--- src/rtl/mem_arbiter_if.sv ---
// mem_arbiter_if: two requester ports plus the shared data-memory bus
interface mem_arbiter_if;
  logic        a_req, a_we, a_ack, a_err;
  logic [31:0] a_addr, a_wdata, a_rdata;
  logic        b_req, b_we, b_ack, b_err;
  logic [31:0] b_addr, b_wdata, b_rdata;
  logic [31:0] mem_address, mem_write_data, mem_read_data;
  logic        mem_read, mem_write, busy;
  modport master (
    output a_req, a_we, a_addr, a_wdata, b_req, b_we, b_addr, b_wdata, mem_read_data,
    input  a_ack, a_err, a_rdata, b_ack, b_err, b_rdata,
           mem_address, mem_write_data, mem_read, mem_write, busy
  );
  modport slave (
    input  a_req, a_we, a_addr, a_wdata, b_req, b_we, b_addr, b_wdata, mem_read_data,
    output a_ack, a_err, a_rdata, b_ack, b_err, b_rdata,
           mem_address, mem_write_data, mem_read, mem_write, busy
  );
endinterface

--- src/rtl/mem_arbiter.sv ---
// mem_arbiter: round-robin arbiter sharing one registered-read data memory between ports A and B
module mem_arbiter #(
  parameter int NUM_CELLS = 32
) (
  input logic          clk,
  input logic          reset_n,
  mem_arbiter_if.slave bus
);
  localparam logic [1:0]  IDLE = 2'd0, ISSUE = 2'd1, CAPTURE = 2'd2, ACK = 2'd3;
  localparam logic [31:0] LIMIT = 32'(NUM_CELLS);
  logic [1:0]  state, next_state;
  logic        gnt_b, last_b, we, in_range, pick_b, issue, ack, rd_load;
  logic [31:0] addr, wdata, a_rdata, b_rdata, rd_next;
  assign in_range = addr < LIMIT;
  assign pick_b   = bus.b_req && (!bus.a_req || !last_b);
  assign issue    = state == ISSUE;
  assign ack      = state == ACK;
  // out-of-range reads complete with zero data, loaded while still in ISSUE
  assign rd_load  = state == CAPTURE || (issue && !we && !in_range);
  assign rd_next  = state == CAPTURE ? bus.mem_read_data : '0;
  always_comb
    next_state = state == IDLE    ? ((bus.a_req || bus.b_req) ? ISSUE : IDLE)
               : state == ISSUE   ? ((!we && in_range) ? CAPTURE : ACK)
               : state == CAPTURE ? ACK : IDLE;
  always_ff @(posedge clk or negedge reset_n)
    if (!reset_n) begin
      state   <= IDLE;
      gnt_b   <= 1'b0;
      last_b  <= 1'b1;
      we      <= 1'b0;
      addr    <= '0;
      wdata   <= '0;
      a_rdata <= '0;
      b_rdata <= '0;
    end else begin
      state <= next_state;
      if (state == IDLE && (bus.a_req || bus.b_req)) begin
        gnt_b  <= pick_b;
        last_b <= pick_b;
        we     <= pick_b ? bus.b_we    : bus.a_we;
        addr   <= pick_b ? bus.b_addr  : bus.a_addr;
        wdata  <= pick_b ? bus.b_wdata : bus.a_wdata;
      end
      if (rd_load && gnt_b)  b_rdata <= rd_next;
      if (rd_load && !gnt_b) a_rdata <= rd_next;
    end
  assign bus.mem_address    = issue ? addr  : '0;
  assign bus.mem_write_data = issue ? wdata : '0;
  assign bus.mem_read       = issue && !we && in_range;
  assign bus.mem_write      = issue && we && in_range;
  assign bus.a_ack          = ack && !gnt_b;
  assign bus.b_ack          = ack && gnt_b;
  assign bus.a_err          = ack && !gnt_b && !in_range;
  assign bus.b_err          = ack && gnt_b && !in_range;
  assign bus.a_rdata        = a_rdata;
  assign bus.b_rdata        = b_rdata;
  assign bus.busy           = state != IDLE;
endmodule

--- src/flat_wrapper.sv ---
// flat-port wrapper written by rule: the top's interface ports become plain ports
module mem_arbiter_flat 
#(
  parameter int NUM_CELLS = 32
)
  (clk, reset_n, bus_a_req, bus_a_we, bus_a_addr, bus_a_wdata, bus_b_req, bus_b_we, bus_b_addr, bus_b_wdata, bus_mem_read_data, bus_a_ack, bus_a_err, bus_a_rdata, bus_b_ack, bus_b_err, bus_b_rdata, bus_mem_address, bus_mem_write_data, bus_mem_read, bus_mem_write, bus_busy);
  mem_arbiter_if bus_i ();
  input logic clk;
  input logic reset_n;
  input wire logic [$bits(bus_i.a_req)-1:0] bus_a_req;
  input wire logic [$bits(bus_i.a_we)-1:0] bus_a_we;
  input wire logic [$bits(bus_i.a_addr)-1:0] bus_a_addr;
  input wire logic [$bits(bus_i.a_wdata)-1:0] bus_a_wdata;
  input wire logic [$bits(bus_i.b_req)-1:0] bus_b_req;
  input wire logic [$bits(bus_i.b_we)-1:0] bus_b_we;
  input wire logic [$bits(bus_i.b_addr)-1:0] bus_b_addr;
  input wire logic [$bits(bus_i.b_wdata)-1:0] bus_b_wdata;
  input wire logic [$bits(bus_i.mem_read_data)-1:0] bus_mem_read_data;
  output wire logic [$bits(bus_i.a_ack)-1:0] bus_a_ack;
  output wire logic [$bits(bus_i.a_err)-1:0] bus_a_err;
  output wire logic [$bits(bus_i.a_rdata)-1:0] bus_a_rdata;
  output wire logic [$bits(bus_i.b_ack)-1:0] bus_b_ack;
  output wire logic [$bits(bus_i.b_err)-1:0] bus_b_err;
  output wire logic [$bits(bus_i.b_rdata)-1:0] bus_b_rdata;
  output wire logic [$bits(bus_i.mem_address)-1:0] bus_mem_address;
  output wire logic [$bits(bus_i.mem_write_data)-1:0] bus_mem_write_data;
  output wire logic [$bits(bus_i.mem_read)-1:0] bus_mem_read;
  output wire logic [$bits(bus_i.mem_write)-1:0] bus_mem_write;
  output wire logic [$bits(bus_i.busy)-1:0] bus_busy;
  assign bus_i.a_req = bus_a_req;
  assign bus_i.a_we = bus_a_we;
  assign bus_i.a_addr = bus_a_addr;
  assign bus_i.a_wdata = bus_a_wdata;
  assign bus_i.b_req = bus_b_req;
  assign bus_i.b_we = bus_b_we;
  assign bus_i.b_addr = bus_b_addr;
  assign bus_i.b_wdata = bus_b_wdata;
  assign bus_i.mem_read_data = bus_mem_read_data;
  assign bus_a_ack = bus_i.a_ack;
  assign bus_a_err = bus_i.a_err;
  assign bus_a_rdata = bus_i.a_rdata;
  assign bus_b_ack = bus_i.b_ack;
  assign bus_b_err = bus_i.b_err;
  assign bus_b_rdata = bus_i.b_rdata;
  assign bus_mem_address = bus_i.mem_address;
  assign bus_mem_write_data = bus_i.mem_write_data;
  assign bus_mem_read = bus_i.mem_read;
  assign bus_mem_write = bus_i.mem_write;
  assign bus_busy = bus_i.busy;
  mem_arbiter #(.NUM_CELLS(NUM_CELLS)) u_core (.clk(clk), .reset_n(reset_n), .bus(bus_i));
endmodule
--- config.mk ---
export PLATFORM = sky130hd
export DESIGN_NAME = mem_arbiter_flat
export DESIGN_NICKNAME = d
export VERILOG_FILES = /design/src/rtl/mem_arbiter_if.sv /design/src/rtl/mem_arbiter.sv /design/src/flat_wrapper.sv
export SDC_FILE = /design/constraint.sdc
export NUM_CORES = 1
export LEC_CHECK = 0
export CAP_MARGIN = 10
export CORE_UTILIZATION = 25
export DETAILED_ROUTE_END_ITERATION = 8
export MAX_ROUTING_LAYER = met4
export REMOVE_ABC_BUFFERS = 1
export SLEW_MARGIN = 5
export SYNTH_ARGS = -nofsm -noshare
export SYNTH_HDL_FRONTEND = slang
export SYNTH_SLANG_ARGS = --single-unit
--- constraint.sdc ---
create_clock -name clk -period 2.7 [get_ports clk]
set_input_delay 0.27 -clock clk [delete_from_list [all_inputs] [get_ports clk]]
set_output_delay 0.27 -clock clk [all_outputs]
set_load 0.005 [all_outputs]
==> impl_metrics.ini, run 1 <==
[critical_path]
r2r-start = u_core.state[0]$_DFF_PN0_
worstPathArrival_ps = 2310
required_ps = 2430
critPathCapture = bus_b_err
path_cells = nor4_4 > nand4_4 > nor4b_4 > buf_4 > nor2b_1 > clkdlybuf4s50_1
crit_slowest_cell = clkdlybuf4s50_1
rrSetupSlack_ps = 630
crit_type = reg -> out
r2r_cells = 7
start_kind = register
r2r-end = u_core.bus.a_rdata[7]$_DFFE_PN0P_
cp-startpoint = u_core.addr[5]$_DFFE_PN0P_
critPathMaxFanout = 3
critPathMaxStageDelay_ps = 430
crit_path_end_kind = primary output

[timing]
maxSlewViolCount = 0
layout_min_cycle_time_ps = 2578
max_slew_margin_pct = 66.36
worst_slew_pin_slew_ps = 504.6
fin_skew_ps = 9.498
fmax_ghz = 0.3879
final-hold-violation-count = 0
rsz0062_at_grt = false
worst_slack_ps = 122.0
setup-violations-final = 0
worst_hold_slack_ps = 292.3
period_share_pct = 95.48

[route]
vias = 5060
wirelength_um = 19290
drc = 0
viasPerCell = 4.343
postRouteAntennaNets = 0
dr.pass1.iters = 4
wl_per_cell_um = 16.56
drt_iter0_drc = 178

[place]
hpwl_um = 13930
gp_congestion = 0.7447
place_ws_ps = 311.1
port_buffers = 300
dp.cells = 1131

[power]
p_per_area_nw_per_um2 = 1018
seqPwrFrac_pct = 34.4
power_frac_comb_pct = 43.1
clockPowerShare_pct = 22.5
intPower_mw = 6.766
p_leak_nw = 4.378
total_power_mw = 10.33
vdd_drop_max_mv = 0.5445
p_sw_share_pct = 34.47
p_sw_mw = 3.559

[outcome]
status = finished clean

[cells_and_area]
layout_common_cells = clkdlybuf4s50_1 (297), dfrtp_1 (132), nand2_1 (67)
antenna_cells = 0
drive_above_1_share_pct = 8.156
fill_cells = 2277
nNetsFinal = 1003
final_util_pct = 42.71
final_common_cell = clkdlybuf4s50_1
area_growth_pct = 66.04
final_cells = 1165

[clock_network]
cts_tree = built
cts.sinks = 133
cts.reportedPaths.clkPinSlew_ps = 70
cts_buffers = 17
cts-htree-levels = 4
root_buffer = clkbuf_16
clock_path_buffers = 2
clk-insertion-delay-late_ps = 420

[die]
num_rows = 56
die_w_um = 158.3
die-area_um2 = 25070
die_h_um = 158.3
ioPinCount = 301
start_util_pct = 25.72
core_region_area_um2 = 23750

[yosys]
synth_top_area_share_pct = 54.07
yosys_register_bits = 133
yosysWarnings = 0
synth.distinct_cells = 30
seq_area_frac_synth_pct = 54.50
synth_top_area_cell = dfrtp_1
syn_area_um2 = 6110
yosys-top-cells-area = dfrtp_1 (54%), mux2i_1 (11%), a22o_1 (9.3%)
syn-instance-count = 537
avgSynthCellArea_um2 = 11.38

[global_routing]
grt_pass1_vias = 5094
overflow = 0
grt_pass1_wl_um = 29240
grt_max_degree = 133
antenna_found_initial = 0
grtUsageTotal_pct = 16.09

[min_path]
hold_class = in -> async

[run]
cap_violations = 0
-- cell families (layout without fill, tap and decap cells) --
family                   count (synthesis)  count (layout)  share of synthesized area, %
multiplexers                            65              65                         10.65
AO/OA/AOI/OAI                          137             137                         16.01
AND/OR/NAND/NOR                        152             152                         14.07
adder cells (fa/ha/maj)                  4               4                        0.8192
flip-flops                             133             133                         54.50
buffers and inverters                   46             355                         3.952
-- how the worst min path moves through the flow --
| stage | slack [ps] | endpoint | from | depth (start not counted) |
|---|---|---|---|---|
| CTS | 280 | u_core.bus.b_rdata[17]$_DFFE_PN0P_ | reset_n | 2 |
| finish | 290 | u_core.bus.b_rdata[17]$_DFFE_PN0P_ | reset_n | 2 |
| global placement | 180 | u_core.bus.b_rdata[17]$_DFFE_PN0P_ | reset_n | 1 |
| floorplan | -30 | u_core.addr[0]$_DFFE_PN0P_ | reset_n | 0 |
| global route | 310 | u_core.bus.a_rdata[17]$_DFFE_PN0P_ | reset_n | 2 |
| detailed placement | 170 | u_core.bus.b_rdata[17]$_DFFE_PN0P_ | reset_n | 1 |
-- through the flow --
step / instance area (um2) / TNS, ps
after detailed placement: 9492 / 0
after floorplan: 5883 / -194420
final: 10140 / 0
after global placement: 9492 / 0
after global routing: 10140 / 0
after CTS: 10130 / -8.960
-- synthesized netlist by cell type, drive strengths merged --
| master | n |
|---|---|
| mux2i | 65 |
| a22o | 65 |
| a21boi | 1 |
| buf | 16 |
| a31oi | 1 |
| a21oi | 1 |
| nand4 | 2 |
| nor2b | 5 |
| clkbuf | 26 |
| and2 | 66 |
| o221ai | 2 |
| and3 | 1 |
| nor2 | 3 |
| nand2 | 67 |
| dfrtp | 132 |
| inv | 4 |
| nor4 | 7 |
| o21ai | 66 |
| nor4b | 1 |
| ha | 4 |
| dfstp | 1 |
| o31ai | 1 |
-- final cells by class --
cell class	instances	area [um2]	area share [%]
Sequential cell	133	3329	32.82
Inverter	4	15.01	0.1480
Multi-Input combinational cell	358	2619	25.81
Clock buffer	17	425.4	4.193
Timing Repair Buffer	319	3201	31.55
Tap cell	319	399.1	3.934
Clock inverter	15	156.4	1.542
-- metal layers --
layer	vias up	routed length (um)	GRT usage, %
li1	2484	-	-
met1	2379	8429	20.24
met2	175	9351	24.79
met3	22	1204	4.736
met4	0	306	5.037
met5	-	0	-
-- worst max-delay path: cells and delay by family (launching register included) --
kind / cells / cell delay, ps
flip-flops: 1 / 420
AND/OR/NAND/NOR: 4 / 870
buffers and inverters: 2 / 590
-- state kept, by name, summed over array words and instances, names as in the netlist --
signal / flops
u_core.addr: 32
u_core.bus.a_rdata: 32
u_core.bus.b_rdata: 32
u_core.gnt_b: 1
u_core.last_b: 1
u_core.state: 2
u_core.wdata: 32
u_core.we: 1
-- power by group through the flow --
stage / combinational, mW / clock [mW] / sequential (mW)
6_report: 4.45 / 2.32 / 3.55
5_1_grt: 4.93 / 2.48 / 3.68
4_1_cts: 4.54 / 2.39 / 3.55
3_5_place_dp: 4.49 / 0 / 3.54
3_3_place_gp: 4.47 / 0 / 3.50
2_1_floorplan: 2.07 / 0 / 3.46
-- repair_timing --
| item | in CTS | in global routing |
|---|---|---|
| pin swaps | 2 | 6 |
| hold buffers | 1 | 0 |
| gates cloned | 0 | 0 |
| endpoints found under the setup margin | 2 | 1 |
| hold endpoints to repair | 31 | 0 |
| buffers inserted | 0 | 1 |
| resized for setup | 6 | 2 |
(Power assumes the default switching activity.)
==> run 2: changes to the inputs <==
- GPL_TIMING_DRIVEN: default -> 0
==> impl_metrics.ini, run 2 (synthesis results as in run 1) <==
[cells_and_area]
antenna_cells = 0
area_growth_pct = 67.85
nNetsFinal = 1004
fin_area_um2 = 10250
layout_common_cells = clkdlybuf4s50_1 (295), dfrtp_1 (131), nand2_1 (67)
final_common_cell = clkdlybuf4s50_1
final_util_pct = 43.17
drive_above_1_share_pct = 8.619

[route]
postRouteAntennaNets = 0
dr.pass1.iters = 4
wl_per_cell_um = 16.32
viasPerCell = 4.352
drc = 0
drt_iter0_drc = 246
wirelength_um = 19030
vias = 5074

[timing]
worst_slew_pin_slew_ps = 1050
setup-tns-final_ps = 0
fin_skew_ps = 14.09
final-hold-violation-count = 0
setup-violations-final = 0
period_share_pct = 94.62
rsz0062_at_grt = false
max_slew_margin_pct = 30.01
fmax_ghz = 0.3914
maxSlewViolCount = 0
layout_min_cycle_time_ps = 2555
worst_slack_ps = 145.3

[critical_path]
start_kind = register
path_depth = 6
path_cells = nor4_4 > nand4_4 > nor4b_4 > buf_4 > and3_1 > dlygate4sd2_1
crit_slowest_cell = dfrtp_2
r2r-start = u_core.state[0]$_DFF_PN0_
worstPathArrival_ps = 2280
rrSetupSlack_ps = 280
required_ps = 2430
r2r_cells = 6
critPathMaxStageDelay_ps = 430
critPathMaxFanout = 4
cp_top_family = simple AND/OR/NAND/NOR gates
r2r-end = u_core.bus.b_rdata[8]$_DFFE_PN0P_
crit_path_end_kind = primary output
critPathBufInv = 2
crit_type = reg -> out

[global_routing]
grtUsageTotal_pct = 15.95
overflow = 0
grt_pass1_vias = 5190
grt_max_degree = 77
grt_pass1_wl_um = 29330
antenna_found_initial = 0

[clock_network]
root_buffer = clkbuf_16
cts_buffers = 17
cts.reportedPaths.clkPinSlew_ps = 70
clock_path_buffers = 2
cts_tree = built
cts-htree-levels = 4
clk-insertion-delay-late_ps = 410
cts.sinks = 133

[die]
ioPinCount = 301
start_util_pct = 25.72
die_h_um = 158.3
die_w_um = 158.3
die-area_um2 = 25070
num_rows = 56
core_region_area_um2 = 23750

[min_path]
hold_class = in -> async

[run]
cap_violations = 0

[outcome]
status = finished clean

[place]
hpwl_um = 13750
gp_congestion = 0.7101
place_ws_ps = -92.00
place_area_um2 = 9495
port_buffers = 300

[power]
vdd_drop_max_mv = 0.4832
p_per_area_nw_per_um2 = 1019
p_leak_nw = 4.444
run 2: how the worst max path moves through the flow:
stage,startpoint,endpoint
after global routing,u_core.addr[22]$_DFFE_PN0P_,bus_mem_write
after global placement,bus_b_req,u_core.addr[9]$_DFFE_PN0P_
after floorplan,u_core.last_b$_DFFE_PN1P_,u_core.addr[0]$_DFFE_PN0P_
after detailed placement,bus_b_req,u_core.addr[9]$_DFFE_PN0P_
final,u_core.addr[23]$_DFFE_PN0P_,bus_mem_write
after CTS,u_core.addr[25]$_DFFE_PN0P_,bus_b_err
run 2: cell type report:
type | instances | area, um2
Clock buffer | 17 | 425.4
Tap cell | 319 | 399.1
Multi-Input combinational cell | 358 | 2651
Timing Repair Buffer | 320 | 3274
Inverter | 4 | 15.01
Sequential cell | 133 | 3331
Clock inverter | 15 | 158.9
Fill cell | 2284 | 13500
run 2: stage by stage:
stage / power, mW / std cells / hold WS (ps)
after detailed placement: 8.055 / 1122 / 285.4
after floorplan: 5.533 / 495 / -25.59
after global placement: 7.904 / 1114 / 452.9
after CTS: 10.57 / 1158 / 405.9
final: 10.45 / 1166 / 385.4
after global routing: 11.23 / 1166 / 438.4
run 2: routing by layer:
layer	track usage, %	wire length, um	up-vias
li1	-	-	2490
met1	19.90	8336	2372
met2	25.38	9220	189
met3	4.028	1158	23
met4	4.853	313	0
met5	-	0	-
run 2: repair_timing:
action	in CTS	in global routing
resized for setup	11	4
endpoints found under the setup margin	4	3
pin swaps	4	5
hold buffers	1	0
setup buffers	3	8
gates cloned	0	0
hold endpoints to repair	56	0
run 2: where the power goes:
group          internal (mW)  switching (mW)  total [mW]
clock network           1.31            1.01        2.33
logic                   2.63            1.94        4.56
registers               2.92           0.639        3.56
==> run 3: changes to the inputs <==
- CORE_UTILIZATION: 25 -> 44
- PLACE_DENSITY: default -> 0.86
==> impl_metrics.ini, run 3 (synthesis results as in run 1) <==
[route]
drc = 0
dr.pass1.iters = 4
drt_iter0_drc = 334
viasPerCell = 5.322
wl_per_cell_um = 18.33
wirelength_um = 18700
vias = 5428
postRouteAntennaNets = 0

[clock_network]
clock_path_buffers = 2
cts.sinks = 133
cts.reportedPaths.clkPinSlew_ps = 60
root_buffer = clkbuf_16
cts_tree = built
cts-htree-levels = 4
cts_buffers = 17
clk-insertion-delay-late_ps = 420

[critical_path]
crit_path_end_kind = primary output
worstPathArrival_ps = 2350
start_kind = register
crit_type = reg -> out
cp-startpoint = u_core.addr[22]$_DFFE_PN0P_
crit_slowest_cell = clkdlybuf4s50_1
critPathMaxStageDelay_ps = 440
path_cells = nor4_4 > nand4_4 > nor4b_4 > buf_4 > nor2b_1 > clkdlybuf4s50_1
critPathMaxFanout = 3
r2r_cells = 6
required_ps = 2430
r2r-start = u_core.state[0]$_DFF_PN0_

[timing]
setup-violations-final = 0
maxSlewViolCount = 0
layout_min_cycle_time_ps = 2621
worst_slew_pin_slew_ps = 990.8
worst_hold_slack_ps = 401.5
fin_skew_ps = 6.829
fmax_ghz = 0.3816
period_share_pct = 97.07
final-hold-violation-count = 0
max_slew_margin_pct = 33.95

[global_routing]
overflow = 0
antenna_found_initial = 0
grtUsageTotal_pct = 27.29
grt_pass1_vias = 5568
grt_max_degree = 75
grt_pass1_wl_um = 28940

[place]
gp_congestion = 0.8698
port_buffers = 300
hpwl_um = 13360

[run]
cap_violations = 0

[power]
clockPowerShare_pct = 22.5
intPower_mw = 7.076
p_leak_nw = 4.421
p_sw_share_pct = 33.37
p_sw_mw = 3.543
seqPwrFrac_pct = 34.1
p_per_area_nw_per_um2 = 1053
power_frac_comb_pct = 43.5
vdd_drop_max_mv = 0.4777

[min_path]
hold_class = in -> async

[cells_and_area]
antenna_cells = 0
drive_above_1_share_pct = 8.175
layout_common_cells = clkdlybuf4s50_1 (297), dfrtp_1 (132), nand2_1 (66)
final_util_pct = 75.28
area_growth_pct = 65.10
final_common_cell = clkdlybuf4s50_1
nNetsFinal = 1001

[die]
die_h_um = 119.8
ioPinCount = 301
die_w_um = 119.8
start_util_pct = 45.59
die-area_um2 = 14360
num_rows = 42
core_region_area_um2 = 13400

[outcome]
status = finished clean
run 3: final timing paths:
path | end | slack, ps
setup reg to reg | u_core.bus.a_rdata[13]$_DFFE_PN0P_ | 310
min in group clk | u_core.wdata[27]$_DFFE_PN0P_ | 470
max in group asynchronous | u_core.addr[21]$_DFFE_PN0P_ | 1530
setup / recovery | bus_b_err | 80
hold / removal | u_core.wdata[4]$_DFFE_PN0P_ | 400
hold reg to reg | u_core.wdata[27]$_DFFE_PN0P_ | 470
run 3: power by group through the flow:
stage          registers [mW]  clock network (mW)  logic [mW]
6_report                 3.62                2.38        4.62
5_1_grt                  3.70                2.50        5.01
2_1_floorplan            3.46                   0        2.07
4_1_cts                  3.58                2.41        4.63
3_3_place_gp             3.48                   0        4.27
3_5_place_dp             3.55                   0        4.50
run 3: routing by layer:
| layer | global-route usage, % | part of all wire (%) |
|---|---|---|
| met1 | 29.90 | 38 |
| met2 | 47.15 | 52 |
| met3 | 6.892 | 7.2 |
| met4 | 11.41 | 2.6 |
| met5 | - | 0 |
run 3: critical path, delay by kind of cell, from the launching register on:
| kind | cells | cell delay [ps] |
|---|---|---|
| buffers and inverters | 2 | 600 |
| DFF | 1 | 420 |
| and+or+nand+nor | 4 | 920 |
run 3: cell type report:
cell class,count,area [um2]
Clock buffer,20,466.7
Sequential cell,133,3329
Tap cell,176,220.2
Timing Repair Buffer,317,3266
Clock inverter,12,151.4
Fill cell,863,3313
Inverter,4,15.01
Multi-Input combinational cell,358,2639
run 3: stage by stage:
| stage | setup slack, ps | instances | total power, mW | setup TNS (ps) | cell area, um2 |
|---|---|---|---|---|---|
| floorplan | -2923 | 495 | 5.533 | -194420 | 5883 |
| global placement | -4738 | 971 | 7.755 | -815830 | 9106 |
| detailed placement | -70.28 | 980 | 8.055 | -100.6 | 9333 |
| CTS | 2.244 | 1016 | 10.63 | 0 | 10030 |
| global route | -1.326 | 1020 | 11.21 | -1.326 | 10090 |
| finish | 79.22 | 1020 | 10.62 | 0 | 10090 |
run 3: repair_timing:
item / CTS / global route
setup endpoints to repair: 4 / 1
resized for setup: 8 / 4
endpoints found under the hold margin: 59 / 0
pin swaps: 2 / 5
hold buffers: 1 / 0
buffers inserted: 3 / 4
